**config.mk**
```make
export PLATFORM = sky130hd
export DESIGN_NAME = fractal_sync_cnt_local_rf_flat
export DESIGN_NICKNAME = d
export VERILOG_FILES = /design/src/rtl/fractal_sync_pkg.sv /design/src/rtl/fractal_sync_cnt_local_rf_if.sv /design/src/rtl/fractal_sync_cnt_rf_entry.sv /design/src/rtl/fractal_sync_cnt_local_rf.sv /design/src/flat_wrapper.sv
export SDC_FILE = /design/constraint.sdc
export NUM_CORES = 1
export LEC_CHECK = 0
export ABC_AREA = 1
export CAP_MARGIN = 20
export CELL_PAD_IN_SITES_DETAIL_PLACEMENT = 0
export CELL_PAD_IN_SITES_GLOBAL_PLACEMENT = 1
export CORE_MARGIN = 1
export CORE_UTILIZATION = 30
export CTS_BUF_LIST = sky130_fd_sc_hd__clkbuf_4 sky130_fd_sc_hd__clkbuf_8
export CTS_CLUSTER_DIAMETER = 60
export DETAILED_ROUTE_END_ITERATION = 10
export GPL_ROUTABILITY_DRIVEN = 0
export PLACE_DENSITY_LB_ADDON = 0.05
export SYNTH_ARGS = -nofsm -noshare
export SYNTH_HDL_FRONTEND = slang
export SYNTH_SLANG_ARGS = --single-unit
```
**constraint.sdc**
```tcl
create_clock -name clk_i -period 21.9 [get_ports clk_i]
set_input_delay 5.475 -clock clk_i [delete_from_list [all_inputs] [get_ports clk_i]]
set_output_delay 5.475 -clock clk_i [all_outputs]
set_load 0.02 [all_outputs]
```
**src/rtl/fractal_sync_pkg.sv**
```systemverilog
// Shared types and helpers for the fractal synchronization register files.
// The counting local RF takes its configuration and register widths from here.
package fractal_sync_pkg;

    typedef struct packed {
        int unsigned n_arrive;
        int unsigned timeout_cycles;
    } cnt_rf_cfg_t;

    function automatic int unsigned cnt_width(input int unsigned n);
        return $clog2(n + 1);
    endfunction

    // Age counts 0..timeout_cycles-1; keep at least one bit when aging is disabled.
    function automatic int unsigned age_width(input int unsigned timeout_cycles);
        return (timeout_cycles > 1) ? $clog2(timeout_cycles) : 1;
    endfunction

    function automatic int unsigned age_max(input int unsigned timeout_cycles);
        return (timeout_cycles > 0) ? timeout_cycles - 1 : 0;
    endfunction

endpackage

```
**src/rtl/fractal_sync_cnt_local_rf_if.sv**
```systemverilog
// Request/response bundle of the counting local RF.
// The node wrapper is the master; the RF itself is the slave.
interface fractal_sync_cnt_local_rf_if #(
    parameter int unsigned N_REGS   = 4,
    parameter int unsigned ID_WIDTH = 2,
    parameter int unsigned N_PORTS  = 4
);
    logic                              clear_i;
    logic [N_PORTS-1:0][ID_WIDTH-1:0]  id_i;
    logic [N_PORTS-1:0]                check_i;
    logic [N_PORTS-1:0]                present_o;
    logic [N_PORTS-1:0]                id_err_o;
    logic [N_PORTS-1:0]                bypass_o;
    logic [N_PORTS-1:0]                ignore_o;
    logic [N_REGS-1:0]                 timeout_o;
    logic [N_REGS-1:0]                 busy_o;

    modport master (
        output clear_i, id_i, check_i,
        input  present_o, id_err_o, bypass_o, ignore_o, timeout_o, busy_o
    );

    modport slave (
        input  clear_i, id_i, check_i,
        output present_o, id_err_o, bypass_o, ignore_o, timeout_o, busy_o
    );
endinterface

```
**src/rtl/fractal_sync_cnt_rf_entry.sv**
```systemverilog
// One barrier entry: arrival count plus age register for the partial-barrier timeout.
// Priority: clear, completion, new arrivals, then aging.
module fractal_sync_cnt_rf_entry
    import fractal_sync_pkg::*;
#(
    parameter cnt_rf_cfg_t CFG = '{n_arrive: 2, timeout_cycles: 0},
    localparam int unsigned CNT_W = cnt_width(CFG.n_arrive)
) (
    input  logic             clk_i,
    input  logic             rst_ni,
    input  logic             clear_i,
    input  logic [CNT_W-1:0] n_consumed_i,
    input  logic             complete_i,
    output logic [CNT_W-1:0] count_o,
    output logic             busy_o,
    output logic             timeout_o
);
    localparam int unsigned      AGE_W      = age_width(CFG.timeout_cycles);
    localparam logic [AGE_W-1:0] AGE_MAX    = AGE_W'(age_max(CFG.timeout_cycles));
    localparam bit               TIMEOUT_EN = (CFG.timeout_cycles > 0);

    logic [CNT_W-1:0] count_d, count_q;
    logic [AGE_W-1:0] age_d, age_q;
    logic             timeout_d, timeout_q;

    assign busy_o    = (count_q != '0);
    assign count_o   = count_q;
    assign timeout_o = timeout_q;

    always_comb begin
        // NOTE: every output gets a default first so no path leaves it unassigned (no latch).
        count_d   = count_q;
        age_d     = age_q;
        timeout_d = 1'b0;
        if (clear_i || complete_i) begin
            count_d = '0;
            age_d   = '0;
        end else if (n_consumed_i != '0) begin
            count_d = count_q + n_consumed_i;
            age_d   = '0;
        end else if (TIMEOUT_EN && busy_o) begin
            if (age_q == AGE_MAX) begin
                count_d   = '0;
                age_d     = '0;
                timeout_d = 1'b1;
            end else begin
                age_d = age_q + AGE_W'(1);
            end
        end
    end

    // NOTE: state registers use non-blocking assignments so all entries update together.
    always_ff @(posedge clk_i or negedge rst_ni) begin
        if (!rst_ni) begin
            count_q   <= '0;
            age_q     <= '0;
            timeout_q <= 1'b0;
        end else begin
            count_q   <= count_d;
            age_q     <= age_d;
            timeout_q <= timeout_d;
        end
    end

endmodule

```
**src/rtl/fractal_sync_cnt_local_rf.sv**
```systemverilog
// Counting local register file: N_ARRIVE-party barriers over N_PORTS request ports.
// Ports are ranked per barrier id by index; the first ones needed are consumed, the rest bypass.
module fractal_sync_cnt_local_rf
    import fractal_sync_pkg::*;
#(
    parameter int unsigned N_REGS         = 4,
    parameter int unsigned ID_WIDTH       = 2,
    parameter int unsigned N_PORTS        = 4,
    parameter int unsigned N_ARRIVE       = 2,
    parameter int unsigned TIMEOUT_CYCLES = 0
) (
    input logic                          clk_i,
    input logic                          rst_ni,
    fractal_sync_cnt_local_rf_if.slave   bus
);
    localparam cnt_rf_cfg_t CFG   = '{n_arrive: N_ARRIVE, timeout_cycles: TIMEOUT_CYCLES};
    localparam int unsigned CNT_W = cnt_width(N_ARRIVE);

    logic [CNT_W-1:0]   count      [N_REGS];
    logic [CNT_W-1:0]   n_consumed [N_REGS];
    logic [N_REGS-1:0]  complete;
    logic [N_PORTS-1:0] present, id_err, bypass, ignore;

    // Per entry: how many of the matching ports are absorbed and whether that completes it.
    always_comb begin
        for (int e = 0; e < N_REGS; e++) begin
            int n_match;
            int n_take;
            n_match = 0;
            for (int p = 0; p < N_PORTS; p++) begin
                if (bus.check_i[p] && (int'(bus.id_i[p]) == e)) n_match++;
            end
            n_take = int'(N_ARRIVE) - int'(count[e]);
            if (n_match < n_take) n_take = n_match;
            n_consumed[e] = CNT_W'(n_take);
            complete[e]   = (int'(count[e]) + n_take) == int'(N_ARRIVE);
        end
    end

    // Per port: rank among same-id ports decides consume vs bypass; rank 0 owns a completion.
    always_comb begin
        for (int p = 0; p < N_PORTS; p++) begin
            int e;
            int rank;
            int need;
            present[p] = 1'b0;
            id_err[p]  = 1'b0;
            bypass[p]  = 1'b0;
            ignore[p]  = 1'b0;
            e    = int'(bus.id_i[p]);
            rank = 0;
            need = 0;
            if (bus.check_i[p]) begin
                if (e >= int'(N_REGS)) begin
                    id_err[p] = 1'b1;
                end else begin
                    for (int q = 0; q < p; q++) begin
                        if (bus.check_i[q] && (bus.id_i[q] == bus.id_i[p])) rank++;
                    end
                    need = int'(N_ARRIVE) - int'(count[e]);
                    if (rank >= need)    bypass[p]  = 1'b1;
                    else if (complete[e]) begin
                        if (rank == 0)   present[p] = 1'b1;
                        else             ignore[p]  = 1'b1;
                    end
                end
            end
        end
    end

    for (genvar g = 0; g < N_REGS; g++) begin : g_entry
        fractal_sync_cnt_rf_entry #(
            .CFG (CFG)
        ) u_entry (
            .clk_i        (clk_i),
            .rst_ni       (rst_ni),
            .clear_i      (bus.clear_i),
            .n_consumed_i (n_consumed[g]),
            .complete_i   (complete[g]),
            .count_o      (count[g]),
            .busy_o       (bus.busy_o[g]),
            .timeout_o    (bus.timeout_o[g])
        );
    end

    assign bus.present_o = present;
    assign bus.id_err_o  = id_err;
    assign bus.bypass_o  = bypass;
    assign bus.ignore_o  = ignore;

endmodule

```
**src/flat_wrapper.sv**
```systemverilog
// flat-port wrapper written by rule: the top's interface ports become plain ports
module fractal_sync_cnt_local_rf_flat import fractal_sync_pkg::*;
#(
    parameter int unsigned N_REGS         = 4,
    parameter int unsigned ID_WIDTH       = 2,
    parameter int unsigned N_PORTS        = 4,
    parameter int unsigned N_ARRIVE       = 2,
    parameter int unsigned TIMEOUT_CYCLES = 0
)
  (clk_i, rst_ni, bus_clear_i, bus_id_i, bus_check_i, bus_present_o, bus_id_err_o, bus_bypass_o, bus_ignore_o, bus_timeout_o, bus_busy_o);
  fractal_sync_cnt_local_rf_if #(.N_REGS(N_REGS), .ID_WIDTH(ID_WIDTH), .N_PORTS(N_PORTS)) bus_i ();
  input logic clk_i;
  input logic rst_ni;
  input wire logic [$bits(bus_i.clear_i)-1:0] bus_clear_i;
  input wire logic [$bits(bus_i.id_i)-1:0] bus_id_i;
  input wire logic [$bits(bus_i.check_i)-1:0] bus_check_i;
  output wire logic [$bits(bus_i.present_o)-1:0] bus_present_o;
  output wire logic [$bits(bus_i.id_err_o)-1:0] bus_id_err_o;
  output wire logic [$bits(bus_i.bypass_o)-1:0] bus_bypass_o;
  output wire logic [$bits(bus_i.ignore_o)-1:0] bus_ignore_o;
  output wire logic [$bits(bus_i.timeout_o)-1:0] bus_timeout_o;
  output wire logic [$bits(bus_i.busy_o)-1:0] bus_busy_o;
  assign bus_i.clear_i = bus_clear_i;
  assign bus_i.id_i = bus_id_i;
  assign bus_i.check_i = bus_check_i;
  assign bus_present_o = bus_i.present_o;
  assign bus_id_err_o = bus_i.id_err_o;
  assign bus_bypass_o = bus_i.bypass_o;
  assign bus_ignore_o = bus_i.ignore_o;
  assign bus_timeout_o = bus_i.timeout_o;
  assign bus_busy_o = bus_i.busy_o;
  fractal_sync_cnt_local_rf #(.N_REGS(N_REGS), .ID_WIDTH(ID_WIDTH), .N_PORTS(N_PORTS), .N_ARRIVE(N_ARRIVE), .TIMEOUT_CYCLES(TIMEOUT_CYCLES)) u_core (.clk_i(clk_i), .rst_ni(rst_ni), .bus(bus_i));
endmodule
```
Yosys cells after proc, flatten, opt, wreduce, memory -nomap -nowiden
Cells that the tools add are included.
Cells by class
  bitwise operators: 4
  magnitude comparators: 16
  div/mod/pow operators: 0
  multiply operators: 0
  add/sub/neg operators: 31
  multiplexer cells: 95
  reductions and logical operators: 45
  shift-type cells: 0
  equality and inequality tests: 22
Operators by type and width (count)
  32-bit 2-to-1 mux: 25
  32-bit by 2-bit adder with 32-bit output, second input constant: 11
  3-bit by 32-bit adder with 32-bit output: 4
  32-bit by 3-bit equality test with 1-bit output, second input constant: 4
  32-bit by 3-bit >= comparator with 1-bit output, second input constant: 4
  32-bit < comparator: 4
  2-bit NOT with 32-bit output: 4
  32-bit >= comparator: 3
  32-bit zero test: 3
  1-bit 2-to-1 mux: 46
  1-bit by 32-bit >= comparator with 1-bit output, first input constant: 1
  2-bit 2-to-1 mux: 16
  2-bit nonzero test: 12
  2-bit by 2-bit subtractor with 3-bit output, first input constant: 8
  1-bit logical AND: 22
  2-bit binary-select mux with 2-bit select: 4
  2-bit equality test, second input constant: 8
  2-bit equality test: 6
  2-bit by 3-bit < comparator with 1-bit output, second input constant: 4
  1-bit by 1-bit adder with 2-bit output, second input constant: 4
  2-bit adder: 4
  1-bit binary-select mux with 2-bit select: 4
  2-bit by 1-bit equality test with 1-bit output, second input constant: 4
  2-bit zero test: 4
  1-bit logical OR: 4
Word-level totals
  memories: 0
  latch bits: 0
  ROM bits: 0
  bits of input ports: 15
  register bits after elaboration: 8
  memory bits (writable): 0

Logic depth before layout (Yosys ltp)
Gate-level depths: netlist of run 1.
  word-level depth: 18
  depth in mapped cells: 37
  depth with buffers taken out: 36

By module
Synthesis of run 1 repeated with hierarchy kept, for this count alone.
Second synthesis, totals
  cells, all modules: 629
  area total of the unflattened synthesis: 3762.4 um2
By module, submodules not included
  fractal_sync_cnt_local_rf: instances 1, cells each 525, area an instance 3066.7 um2
  fractal_sync_cnt_rf_entry: instances 4, cells each 26, area an instance 173.9 um2

Worst setup path after synthesis of run 1
Ideal clock, no wire load.
  kind: input to output
  from: input port bus_id_i[3]
  to: output port bus_ignore_o[1]
  path slack: 6.570 ns
  path buffers: 1
  arrival: 9.855 ns
  stages on the path: 29
  cell sequence: clkbuf_1 > nand2_1 > nor2_1 > ha_1 > inv_1 > nand2_1 > nand2_1 > inv_1 > ha_1 > nand2_1 > xor2_1 > ha_1 > nand2_1 > inv_1 > nand2_2 > nand3_2 > o21ai_0 > inv_1 > ha_1 > nand2_1 > nand2_1 > nand2_1 > ha_1 > or2_2 > nor4b_1 > nand3_2 > nand2_1 > nand2_1 > nor3_1
On the way
  longest elaborated chain between the ends: 16
  elaborated cells between the ends (all ways): 61
  classes of those cells: add/sub (13); order compare (5); eq/ne (8); mux (27); bitwise (1); reduce/logical (7)
RTL lines
  start, declared: RTL line flat_wrapper.sv:15  | input wire logic [$bits(bus_i.id_i)-1:0] bus_id_i;
  2-bit equality test, or another cell as far along: RTL line fractal_sync_cnt_local_rf.sv:31  | if (bus.check_i[p] && (int'(bus.id_i[p]) == e)) n_match++;
  1-bit logical AND: RTL line fractal_sync_cnt_local_rf.sv:31
  32-bit 2-to-1 mux: RTL line fractal_sync_cnt_local_rf.sv:31
  32-bit by 2-bit adder with 32-bit output: RTL line fractal_sync_cnt_local_rf.sv:31
  32-bit 2-to-1 mux: RTL line fractal_sync_cnt_local_rf.sv:31
  32-bit by 2-bit adder with 32-bit output: RTL line fractal_sync_cnt_local_rf.sv:31
  32-bit 2-to-1 mux: RTL line fractal_sync_cnt_local_rf.sv:31
  32-bit < comparator: RTL line fractal_sync_cnt_local_rf.sv:34  | if (n_match < n_take) n_take = n_match;
  32-bit 2-to-1 mux: RTL line fractal_sync_cnt_local_rf.sv:34
  3-bit by 32-bit adder with 32-bit output: RTL line fractal_sync_cnt_local_rf.sv:36  | complete[e] = (int'(count[e]) + n_take) == int'(N_ARRIVE);
  32-bit by 3-bit equality test with 1-bit output: RTL line fractal_sync_cnt_local_rf.sv:36
  1-bit binary-select mux with 2-bit select: RTL line fractal_sync_cnt_local_rf.sv:62  | else if (complete[e]) begin
  1-bit 2-to-1 mux (implied by the code): RTL line fractal_sync_cnt_local_rf.sv:62
  1-bit 2-to-1 mux: RTL line fractal_sync_cnt_local_rf.sv:62
  1-bit 2-to-1 mux (*): RTL line fractal_sync_cnt_local_rf.sv:61  | if (rank >= need) bypass[p] = 1'b1;
  1-bit 2-to-1 mux (*): RTL line fractal_sync_cnt_local_rf.sv:53  | if (bus.check_i[p]) begin
  end, declared: RTL line flat_wrapper.sv:20  | output wire logic [$bits(bus_i.ignore_o)-1:0] bus_ignore_o;
Mark *: on every way between the ends. The rest lies on a longest branch, timed or not. The select of a mux whose other input is x is not followed.

Final worst setup path of run 1
  from: input port bus_id_i[3]
  to: output port bus_ignore_o[2]
Same word-level chain as after synthesis.

==> results of run 1 <==
-- power by group --
part | leakage [nW] | total, W | switching (W) | internal [W]
logic | 1.97 | 0.000217 | 0.000133 | 0.0000847
registers | 0.106 | 0.0000317 | 0.0000126 | 0.0000191
clock network | 0.0216 | 0.0000196 | 0.00000756 | 0.0000121
total | 2.10 | 0.000269 | 0.000153 | 0.000116
-- stage by stage --
| step | utilization | total power, W | setup WS, ps |
|---|---|---|---|
| 2_1_floorplan | - | 0.000192 | 6570 |
| 3_3_place_gp | 0.341 | 0.000254 | 5050 |
| 3_5_place_dp | 0.341 | 0.000252 | 5060 |
| 4_1_cts | 0.344 | 0.000274 | 5040 |
| 5_1_grt | 0.344 | 0.000307 | 4490 |
| 6_report | 0.344 | 0.000269 | 5110 |
-- cells by family after synthesis --
logic type / Yosys count
DFF: 8
adders and majority gates: 80
buffers and inverters: 129
AOI/OAI and AO/OA: 51
xor gates and xnor gates: 13
other: 1
and+or+nand+nor: 291
-- layout make-up --
class	instances	area (sq um)
clock buffers	3	41.3
flip-flops and latches	8	200
fillers	1282	7550
repair buffers	29	290
inverters	107	404
well taps	143	179
multi-input cells	448	2850
-- cell usage in the layout, fill, tap and decap left out, types with 2 or more instances in the layout --
master             n
nor2_1            43
xnor2_1            9
a21oi_1           16
o22ai_1            3
nand2_1          148
nor4_1             3
a221oi_1           3
nand2_2           11
clkdlybuf4s50_1   29
conb_1            13
nand3_1           43
xor2_1             4
o21ai_1            4
ha_1              76
a211oi_1           3
inv_2              3
nor4b_1            2
nor2_4             3
inv_1            103
nand3_2            7
nor2_2             4
nor3_1            10
a22oi_1            4
nand4_1            9
dfrtp_1            8
nand3b_1           4
o21ai_0           11
o221ai_1           4
clkbuf_8           3
fa_1               4
-- tightest hold or removal path: stages (launching register included) --
cell     delay, ps
dfrtp_1        460
nand3_1        120
a21oi_1         70
-- final timing paths --
kind	depth (start not counted)	slack (ps)	start	to
worst min register to register	2	680	u_core.g_entry[3].u_entry.count_o[1]	u_core.g_entry[3].u_entry.count_o[1]
worst min-delay path	2	680	u_core.g_entry[3].u_entry.count_o[1]	u_core.g_entry[3].u_entry.count_o[1]
worst max-delay path	37	5110	bus_id_i[3]	bus_ignore_o[2]
min in group asynchronous	1	5590	rst_ni	u_core.g_entry[1].u_entry.count_o[0]
max in group asynchronous	1	15960	rst_ni	u_core.g_entry[0].u_entry.count_o[1]
worst max register to register	23	17680	u_core.g_entry[0].u_entry.count_o[1]	u_core.g_entry[0].u_entry.count_o[0]
-- metal layers --
metal / vias up / GRT usage / share of wire
met5: - / 0 / 0
met2: 56 / 0.268 / 0.44
met4: 0 / 0.0153 / 0.0062
met1: 1525 / 0.227 / 0.51
li1: 1868 / - / -
met3: 4 / 0.0202 / 0.038
==> flow_metrics.env, run 1 <==
export IMPL_status="finished, violations left"
export IMPL_violations="DRC"
export IMPL_chipHeight_um=111
export IMPL_synth_top_area_share=0.266
export IMPL_synthMostInstantiatedCell="nand2_1"
export IMPL_power_density_nw_per_um2=67.8
export IMPL_fin_crit_sh=0.767
export IMPL_cts_setup_buffers=0
export IMPL_fin_area_sq_um=3960
export IMPL_core_sq_um=11500
export IMPL_placedCellCount=735
export IMPL_slew_violations=0
export IMPL_max_freq_mhz=59.6
export IMPL_ir_drop_uv=16.3
export IMPL_required_ps=16430
export IMPL_totalWireLength_um=9450
export IMPL_antenna_found_initial=0
export IMPL_syn_area_per_cell_sq_um=6.23
export IMPL_cts_resized_gates=0
export IMPL_yosysSeqAreaShare=0.0560
export IMPL_leakagePower_nw=2.10
export IMPL_synth_edff_count=0
export IMPL_grt_pass1_wl_um=16200
export IMPL_grt_remaining_overflow=0
export IMPL_synth_compound_area_frac=0.0876
export IMPL_synthFlopType="dfrtp_1"
export IMPL_antennaDiodeCount=0
export IMPL_numCtsBuffers=3
export IMPL_critical_path_slowest_cell="clkdlybuf4s50_1"
export IMPL_cpLargestDelayFamily="simple AND/OR/NAND/NOR gates"
export IMPL_dieWidth_um=111
export IMPL_rsz0062_at_grt="false"
export IMPL_period_minus_slack_ps=16790
export IMPL_synth_top_family_by_area="simple AND/OR/NAND/NOR gates"
export IMPL_rows=39
export IMPL_clk_path_buf_depth=2
export IMPL_grtUsageTotal=0.161
export IMPL_io_buffers=29
export IMPL_grt_start_max_net_pins=16
export IMPL_synth_area_top_cells="ha_1, nand2_1, inv_1"
export IMPL_worst_setup_path_type="in2out"
export IMPL_drc=9
export IMPL_clock_root_buffer="clkbuf_8"
export IMPL_instances_no_fill=738
export IMPL_avgViaCountPerCell=4.68
export IMPL_finalSetupTns_ps=0
export IMPL_synthArstFlopShare=1.00
export IMPL_htreeDepth=1
export IMPL_cts_clk_slew_worst_paths_ps=50
export IMPL_max_slew_margin=0.532
export IMPL_route_vias_total=3453
export IMPL_synthXorXnorAreaFrac=0.0319
export IMPL_drtIter0Drc=203
export IMPL_synthMuxAreaShare=0
export IMPL_area_growth_pct=10.9
export IMPL_ys_seq_elements=8
export IMPL_min_path_type="reg2reg"
export IMPL_routedWlPerCell_um=12.8
export IMPL_maxCapViolations=0
export IMPL_pin_count=39
export IMPL_synthSimpleGateAreaFrac=0.375
export IMPL_nNetsFinal=692
export IMPL_drive_above_1_share=0.0622
export IMPL_tightestPinTransition_ps=699
export IMPL_startpoint_type="input port"
export IMPL_drt_first_pass_iters=8
export IMPL_whs_ps=682
export IMPL_yosysUniqueCellTypes=39
export IMPL_place_area_sq_um=3920
export IMPL_crit_buf_inv=11
export IMPL_grt_pass1_vias=3255
export IMPL_clkLatencyLatePin_ps=230
export IMPL_initial_core_util=0.310
export IMPL_postRouteAntennaNets=0
export IMPL_synthAdderAreaFrac=0.289
export IMPL_cts_tree="done"
export IMPL_netlist_area_sq_um=3570
export IMPL_dp_hpwl_um=7930
export IMPL_clock_sinks=8
export IMPL_arrival_ps=11320
export IMPL_ys_warn_count=0
export IMPL_yosys_top_cells_count="nand2_1, inv_1, ha_1"
export IMPL_setup_viol=0
export IMPL_hold_violations=0
export IMPL_largest_reg_flops=8
export IMPL_yosys_area_top_type="ha_1"
export IMPL_syn_instance_count=573
export IMPL_die_area_sq_um=12300
export IMPL_critPathMaxStageDelay_ps=640
export IMPL_hold_buffers=0
export IMPL_fin_worst_skew_ps=0.0844
export IMPL_end_kind="output port"
export IMPL_path_max_fanout=8
Power figures use the tool's default switching activity.
==> run 2: changes to the inputs <==
- clock period: 21.9 -> 15.8 ns (I/O delays scaled with it)
==> flow_metrics.env, run 2 (synthesis gave the netlist of run 1 again) <==
export IMPL_status="finished, violations left"
export IMPL_violations="DRC"
export IMPL_max_freq_mhz=72.7
export IMPL_fillers=1315
export IMPL_mostFrequentLayoutCell="nand2_1"
export IMPL_area_growth_pct=10.9
export IMPL_grt_remaining_overflow=0
export IMPL_maxCapViolations=0
export IMPL_core_sq_um=11500
export IMPL_p_seq_frac=0.118
export IMPL_dieWidth_um=111
export IMPL_seqCellArea_sq_um=200
export IMPL_placedCellCount=735
export IMPL_cts_tree="done"
export IMPL_totalWireLength_um=9530
export IMPL_dp_hpwl_um=7980
export IMPL_instances_no_fill=738
export IMPL_path_max_fanout=8
export IMPL_leakagePower_nw=2.10
export IMPL_period_minus_slack_ps=13750
export IMPL_htreeDepth=1
export IMPL_drt_first_pass_iters=7
export IMPL_fin_crit_sh=0.870
export IMPL_rsz0062_at_grt="false"
export IMPL_clock_root_buffer="clkbuf_8"
export IMPL_postRouteAntennaNets=0
export IMPL_cts_resized_gates=0
export IMPL_grt_pass1_wl_um=16500
export IMPL_die_area_sq_um=12300
export IMPL_cts_setup_buffers=0
export IMPL_layout_common_cells="nand2_1, inv_1, ha_1, nand3_1, nor2_1"
export IMPL_swShare=0.568
export IMPL_critPathMaxStageDelay_ps=690
export IMPL_required_ps=11850
export IMPL_r2r_slack_ps=11650
export IMPL_tightestPinTransition_ps=663
export IMPL_grt_start_max_net_pins=16
export IMPL_grt_pass1_vias=3379
export IMPL_drc=9
export IMPL_min_path_type="reg2reg"
export IMPL_fin_worst_skew_ps=0.108
export IMPL_cpMostUsedCell="inv_1"
export IMPL_worst_setup_path_type="in2out"
export IMPL_ir_drop_uv=25.7
export IMPL_drtIter0Drc=225
export IMPL_startpoint_type="input port"
export IMPL_antenna_found_initial=0
export IMPL_multi_input_area_sq_um=2850
export IMPL_critical_path_slowest_cell="clkdlybuf4s50_1"
export IMPL_slew_violations=0
export IMPL_numCtsBuffers=3
export IMPL_finalSetupTns_ps=0
export IMPL_avgViaCountPerCell=4.69
export IMPL_drive_above_1_share=0.0622
export IMPL_hold_violations=0
export IMPL_nNetsFinal=692
export IMPL_grtUsageTotal=0.163
export IMPL_largest_reg_flops=8
export IMPL_route_vias_total=3462
export IMPL_combPwrFrac=0.808
export IMPL_cts_clk_slew_worst_paths_ps=50
export IMPL_routedWlPerCell_um=12.9
export IMPL_rows=39
export IMPL_clkLatencyLatePin_ps=230
export IMPL_hold_buffers=0
export IMPL_switchingPower_w=0.000211
export IMPL_io_buffers=29
export IMPL_setup_viol=0
export IMPL_p_clk_frac=0.074
export IMPL_clk_path_buf_depth=2
export IMPL_power_internal_w=0.000161
export IMPL_clock_sinks=8
export IMPL_max_slew_margin=0.556
export IMPL_chipHeight_um=111
export IMPL_arrival_ps=9800
export IMPL_initial_core_util=0.310
export IMPL_pin_count=39
export IMPL_power_density_nw_per_um2=93.7
export IMPL_antennaDiodeCount=0
export IMPL_end_kind="output port"
-- run 2: cell counts in the layout (fill, tap and decap cells not counted) --
No cell type changed its count.
-- run 2: final cells by class --
| class | count | area share |
|---|---|---|
| well taps | 143 | 0.0452 |
| inverters | 107 | 0.102 |
| clock buffers | 3 | 0.0104 |
| flip-flops and latches | 8 | 0.0505 |
| repair buffers | 29 | 0.0733 |
| multi-input cells | 448 | 0.719 |
-- run 2: final timing paths --
path	from	to	cells past startpoint
max	bus_id_i[3]	bus_present_o[1]	34
max in group asynchronous	rst_ni	u_core.g_entry[0].u_entry.count_o[1]	1
min in group asynchronous	rst_ni	u_core.g_entry[1].u_entry.count_o[0]	1
min	u_core.g_entry[3].u_entry.count_o[1]	u_core.g_entry[3].u_entry.count_o[1]	2
max reg2reg	u_core.g_entry[0].u_entry.count_o[1]	u_core.g_entry[0].u_entry.count_o[0]	23
min reg2reg	u_core.g_entry[3].u_entry.count_o[1]	u_core.g_entry[3].u_entry.count_o[1]	2
-- run 2: power by group through the flow --
stage          logic [W]  registers (W)  clock network [W]
3_5_place_dp    0.000305      0.0000448                  0
4_1_cts         0.000307      0.0000446          0.0000285
3_3_place_gp    0.000306      0.0000451                  0
6_report        0.000300      0.0000439          0.0000274
5_1_grt         0.000349      0.0000464          0.0000293
2_1_floorplan   0.000229      0.0000374                  0
-- run 2: stage by stage --
step	total power, W	hold WS, ps	cell area, sq um	worst slack (ps)	utilization
5_1_grt	0.000425	735	3960	1400	0.344
3_5_place_dp	0.000349	682	3920	2020	0.341
6_report	0.000371	689	3960	2050	0.344
3_3_place_gp	0.000351	700	3920	2000	0.341
4_1_cts	0.000380	693	3960	2000	0.344
2_1_floorplan	0.000267	623	3620	3520	-
-- run 2: worst max-delay path, delay by kind of cell --
kind	cells	cell delay [ps]
compound gates	3	670
xor+xnor	1	250
fa+ha+maj	5	1230
buf+inv	10	1900
simple gates	15	1780
-- run 2: metal layers --
| metal | up-vias | track usage | routed length, um |
|---|---|---|---|
| li1 | 1871 | - | - |
| met1 | 1526 | 0.227 | 4810 |
| met2 | 59 | 0.273 | 4240 |
| met3 | 6 | 0.0219 | 404 |
| met4 | 0 | 0.0180 | 70 |
| met5 | - | 0 | 0 |
==> RTL change 1, RTL diff (flow settings as in run 2) <==
`ID_WIDTH` is set to 2 in 3 places; all go to 4.
--- a/src/rtl/fractal_sync_cnt_local_rf_if.sv
+++ b/src/rtl/fractal_sync_cnt_local_rf_if.sv
@@ -4,3 +4,3 @@
     parameter int unsigned N_REGS   = 4,
-    parameter int unsigned ID_WIDTH = 2,
+    parameter int unsigned ID_WIDTH = 4,
     parameter int unsigned N_PORTS  = 4
--- a/src/rtl/fractal_sync_cnt_local_rf.sv
+++ b/src/rtl/fractal_sync_cnt_local_rf.sv
@@ -6,3 +6,3 @@
     parameter int unsigned N_REGS         = 4,
-    parameter int unsigned ID_WIDTH       = 2,
+    parameter int unsigned ID_WIDTH       = 4,
     parameter int unsigned N_PORTS        = 4,
--- a/src/flat_wrapper.sv
+++ b/src/flat_wrapper.sv
@@ -4,3 +4,3 @@
     parameter int unsigned N_REGS         = 4,
-    parameter int unsigned ID_WIDTH       = 2,
+    parameter int unsigned ID_WIDTH       = 4,
     parameter int unsigned N_PORTS        = 4,
Ports: changed (resized bus_id_i); port bits go from 39 to 47. The function was not compared with the original's and may differ.
==> RTL change 1 against run 2 <==
  * Design area grew 7.3%
  * Sequential cell count is the same
  * Total power down 2.4%
  * Setup slack got worse by 180 ps
  * Core utilization increased by 1.0 points
  * Area after synthesis is 3.5% higher
  * Clock power decreased by 7.7%
  * Routed wire length grew 4.8%
  * Highest routed layer unchanged
==> RTL change 1: results (changes against run 2) <==
<table>
<tr><th>Metric</th><th>Value</th></tr>
<tr><th colspan="2">STA</th></tr>
<tr><td>Worst hold slack</td><td>670.2 ps (-18.82 ps)</td></tr>
<tr><td>Setup Skew</td><td>0.3521 ps (+0.2436 ps)</td></tr>
<tr><td>Shortest period the worst path allows</td><td>13930 ps (+177.7 ps)</td></tr>
<tr><th colspan="2">Setup path</th></tr>
<tr><td>Worst reg-to-reg setup slack</td><td>11670 ps (+20 ps)</td></tr>
<tr><td>Arrival time reported for the critical path endpoint</td><td>9980 ps (+180 ps)</td></tr>
<tr><td>R2R cell count</td><td>20 (-13%)</td></tr>
<tr><th colspan="2">Synth</th></tr>
<tr><td>Post-Synth Adder-Cell Area</td><td>0.2788 (-0.009767)</td></tr>
<tr><td>Synthesized area divided by synthesized cell count</td><td>6.081 um2 (-2.5%)</td></tr>
<tr><td>Leading post-synthesis cells by instance count</td><td>sky130_fd_sc_hd__nand2_1, sky130_fd_sc_hd__inv_1, sky130_fd_sc_hd__ha_1, sky130_fd_sc_hd__nor2_1, sky130_fd_sc_hd__nand3_1</td></tr>
<tr><th colspan="2">Outcome</th></tr>
<tr><td>Run status</td><td>complete, no violations</td></tr>
<tr><th colspan="2">Power and ir drop</th></tr>
<tr><td>Max IR drop VDD</td><td>0.00003617 V (+41%)</td></tr>
<tr><td>Leak</td><td>2.244 nW (+7.1%)</td></tr>
<tr><td>Power dissipated in the clock network</td><td>25.3 uW (-7.7%)</td></tr>
<tr><td>Cell-internal power</td><td>156.7 uW (-2.4%)</td></tr>
<tr><td>Net switching share of the total power</td><td>0.5678 (about the same)</td></tr>
<tr><th colspan="2">Cells and area</th></tr>
<tr><td>Count of fill cells added during filler insertion</td><td>1352 (+2.8%)</td></tr>
<tr><td>Share of final-layout standard cells stronger than drive strength 1</td><td>0.05116 (-0.01102)</td></tr>
<tr><th colspan="2">Route</th></tr>
<tr><td>Overall routed net length</td><td>9989 um (+4.8%)</td></tr>
<tr><td>Number of detailed-route iterations in the first pass</td><td>4 (-3)</td></tr>
<tr><td>Detail Route met2 WL</td><td>4721 um (+11%)</td></tr>
<tr><th colspan="2">Global route</th></tr>
<tr><td>Maximum number of pins on one net before global-route repair</td><td>12 (-4)</td></tr>
<tr><td>Met1 usage</td><td>0.2189 (-0.008048)</td></tr>
<tr><td>First-pass GRT wire length</td><td>16800 um (+1.8%)</td></tr>
<tr><th colspan="2">Placement</th></tr>
<tr><td>Post-Place Worst Slack</td><td>1898 ps (-121.8 ps)</td></tr>
<tr><td>Standard cell area after detailed placement</td><td>4212 um2 (+7.4%)</td></tr>
<tr><td>Half-perimeter wire length after placement</td><td>8647 um (+8.4%)</td></tr>
<tr><td>Cell total after placement</td><td>789 (+7.3%)</td></tr>
</table>
-- RTL change 1: cells by family (layout without fill, tap and decap cells) --
kind of cell             count (synthesis)  after routing
buffers and inverters                  131            160
other                                    1              9
AND/OR/NAND/NOR                        314            314
XOR/XNOR                                10             10
adder cells (fa/ha/maj)                 80             80
AO/OA/AOI/OAI                           64             64
flip-flops                               8              8
-- RTL change 1: area by class of cell --
class                           instances  area, um2  share of cell area
Inverter                              116      435.4              0.1024
Timing Repair Buffer                   41      410.4             0.09650
Clock buffer                            3      41.29            0.009709
Multi-Input combinational cell        477       2982              0.7011
Sequential cell                         8      200.2             0.04707
Tap cell                              147      183.9             0.04325
-- RTL change 1: path summary, 6_finish.rpt --
check / start / to
max: bus_id_i[7] / bus_ignore_o[3]
min: u_core.g_entry[3].u_entry.count_o[1]$_DFFE_PN0P_ / u_core.g_entry[3].u_entry.count_o[1]$_DFFE_PN0P_
max reg2reg: u_core.g_entry[0].u_entry.count_o[1]$_DFFE_PN0P_ / u_core.g_entry[0].u_entry.count_o[1]$_DFFE_PN0P_
min reg2reg: u_core.g_entry[3].u_entry.count_o[1]$_DFFE_PN0P_ / u_core.g_entry[3].u_entry.count_o[1]$_DFFE_PN0P_
max in group asynchronous: rst_ni / u_core.g_entry[3].u_entry.count_o[1]$_DFFE_PN0P_
min in group asynchronous: rst_ni / u_core.g_entry[0].u_entry.count_o[1]$_DFFE_PN0P_
-- RTL change 1: worst max-delay path: cells and delay by family --
family / cells / cell delay, ps
AO/OA/AOI/OAI: 1 / 160
XOR/XNOR: 1 / 140
adder cells (fa/ha/maj): 6 / 1540
buffers and inverters: 10 / 1730
AND/OR/NAND/NOR: 18 / 2410
==> RTL change 2, RTL diff (config.mk and constraints of run 2) <==
Without the edit above. Make the reset (`rst_ni`) synchronous in one clocked block.
--- a/src/rtl/fractal_sync_cnt_rf_entry.sv
+++ b/src/rtl/fractal_sync_cnt_rf_entry.sv
@@ -52,3 +52,3 @@
     // NOTE: state registers use non-blocking assignments so all entries update together.
-    always_ff @(posedge clk_i or negedge rst_ni) begin
+    always_ff @(posedge clk_i) begin
         if (!rst_ni) begin
Check against the original RTL: differs if rst_ni is asserted again (counterexample within 4 cycles, from zero or initial values and one cycle with rst_ni low); with rst_ni held inactive, the same outputs for 10 cycles.
==> RTL change 2 against run 2 <==
  * Non-clock buffer count did not move
  * Design area rose by 0.25%
  * Count of clock-buffer cells in the layout did not move
  * Sequential cell count did not move
  * Total power fell by 44%
  * Setup slack got worse by 290 ps
  * Routed wire length fell by 0.88%
  * First-iteration DRC count fell by 27%
  * Area after synthesis rose by 0.18%
  * Combinational power fell by 49%
==> RTL change 2: results (changes against run 2) <==
<table>
<tr><th>Metric</th><th>Value</th></tr>
<tr><th colspan="2">Cells and area</th></tr>
<tr><td>Net total in the final layout</td><td>705 (+1.9%)</td></tr>
<tr><td>Total number of multi-input combinational cells</td><td>460 (+2.7%)</td></tr>
<tr><th colspan="2">STA</th></tr>
<tr><td>Achievable Freq</td><td>0.07120 GHz (-2.1%)</td></tr>
<tr><td>Worst hold slack</td><td>606.8 ps (-82.19 ps)</td></tr>
<tr><th colspan="2">Global route</th></tr>
<tr><td>Number of global-route vias before repair</td><td>3440 (+1.8%)</td></tr>
<tr><td>Met1 usage</td><td>0.2029 (-0.02402)</td></tr>
<tr><td>Met2 GRT Util</td><td>0.2825 (+0.009544)</td></tr>
<tr><th colspan="2">Outcome</th></tr>
<tr><td>Run status</td><td>complete, no violations</td></tr>
<tr><th colspan="2">Min path</th></tr>
<tr><td>WHS Endpoint</td><td>u_core.g_entry[2].u_entry.count_o[0]$_SDFFE_PP0P_</td></tr>
<tr><td>Source of the worst hold timing path</td><td>u_core.g_entry[2].u_entry.count_o[0]$_SDFFE_PP0P_</td></tr>
<tr><th colspan="2">Synth</th></tr>
<tr><td>Distinct cell type count of the synthesized netlist</td><td>38 (-2.6%)</td></tr>
<tr><td>Leading post-synthesis cells by instance count</td><td>sky130_fd_sc_hd__nand2_1, sky130_fd_sc_hd__inv_1, sky130_fd_sc_hd__ha_1, sky130_fd_sc_hd__nand3_1, sky130_fd_sc_hd__nor2_1</td></tr>
<tr><th colspan="2">Power and ir drop</th></tr>
<tr><td>Part of the power in registers</td><td>0.138 (+0.020)</td></tr>
<tr><td>Net switching share of the total power</td><td>0.5347 (-0.03293)</td></tr>
<tr><td>Leak</td><td>2.089 nW (-0.34%)</td></tr>
<tr><th colspan="2">Setup path</th></tr>
<tr><td>Worst reg-to-reg setup slack</td><td>11330 ps (-320 ps)</td></tr>
<tr><td>Critical R2R Launch</td><td>u_core.g_entry[0].u_entry.count_o[1]$_SDFFE_PP0P_</td></tr>
<tr><td>Arrival time reported for the critical path endpoint</td><td>10090 ps (+290 ps)</td></tr>
<tr><th colspan="2">Placement</th></tr>
<tr><td>Half-perimeter wire length after placement</td><td>8173 um (+2.4%)</td></tr>
<tr><td>Cell total after placement</td><td>748 (+1.8%)</td></tr>
<tr><td>Standard cell area after detailed placement</td><td>3931 um2 (+0.26%)</td></tr>
<tr><th colspan="2">Route</th></tr>
<tr><td>Number of detailed-route iterations in the first pass</td><td>4 (-3)</td></tr>
<tr><td>Detail Route met2 WL</td><td>4327 um (+2.0%)</td></tr>
<tr><td>Routed length per placed instance</td><td>12.58 um (-2.6%)</td></tr>
<tr><td>Violation count after the first detailed-route iteration</td><td>164 (-27%)</td></tr>
<tr><td>Number of vias in the routed layout</td><td>3580 (+3.4%)</td></tr>
<tr><td>Overall routed net length</td><td>9448 um (-0.88%)</td></tr>
</table>
==> RTL change 2: changes by cell type in the layout (fill, tap and decap cells not counted), moves of 2 or more <==
| cell | change |
|---|---|
| sky130_fd_sc_hd__dfxtp_1 | +8 |
| sky130_fd_sc_hd__nand3_1 | +5 |
| sky130_fd_sc_hd__nor2_1 | -7 |
| sky130_fd_sc_hd__nor3_1 | -3 |
| sky130_fd_sc_hd__xnor2_1 | +4 |
| sky130_fd_sc_hd__nor2_4 | -2 |
| sky130_fd_sc_hd__o21ai_1 | +2 |
| sky130_fd_sc_hd__dfrtp_1 | -8 |
| sky130_fd_sc_hd__inv_2 | +2 |
| sky130_fd_sc_hd__nand2_1 | +14 |
| sky130_fd_sc_hd__nand2_2 | -5 |
| sky130_fd_sc_hd__a21oi_1 | +5 |
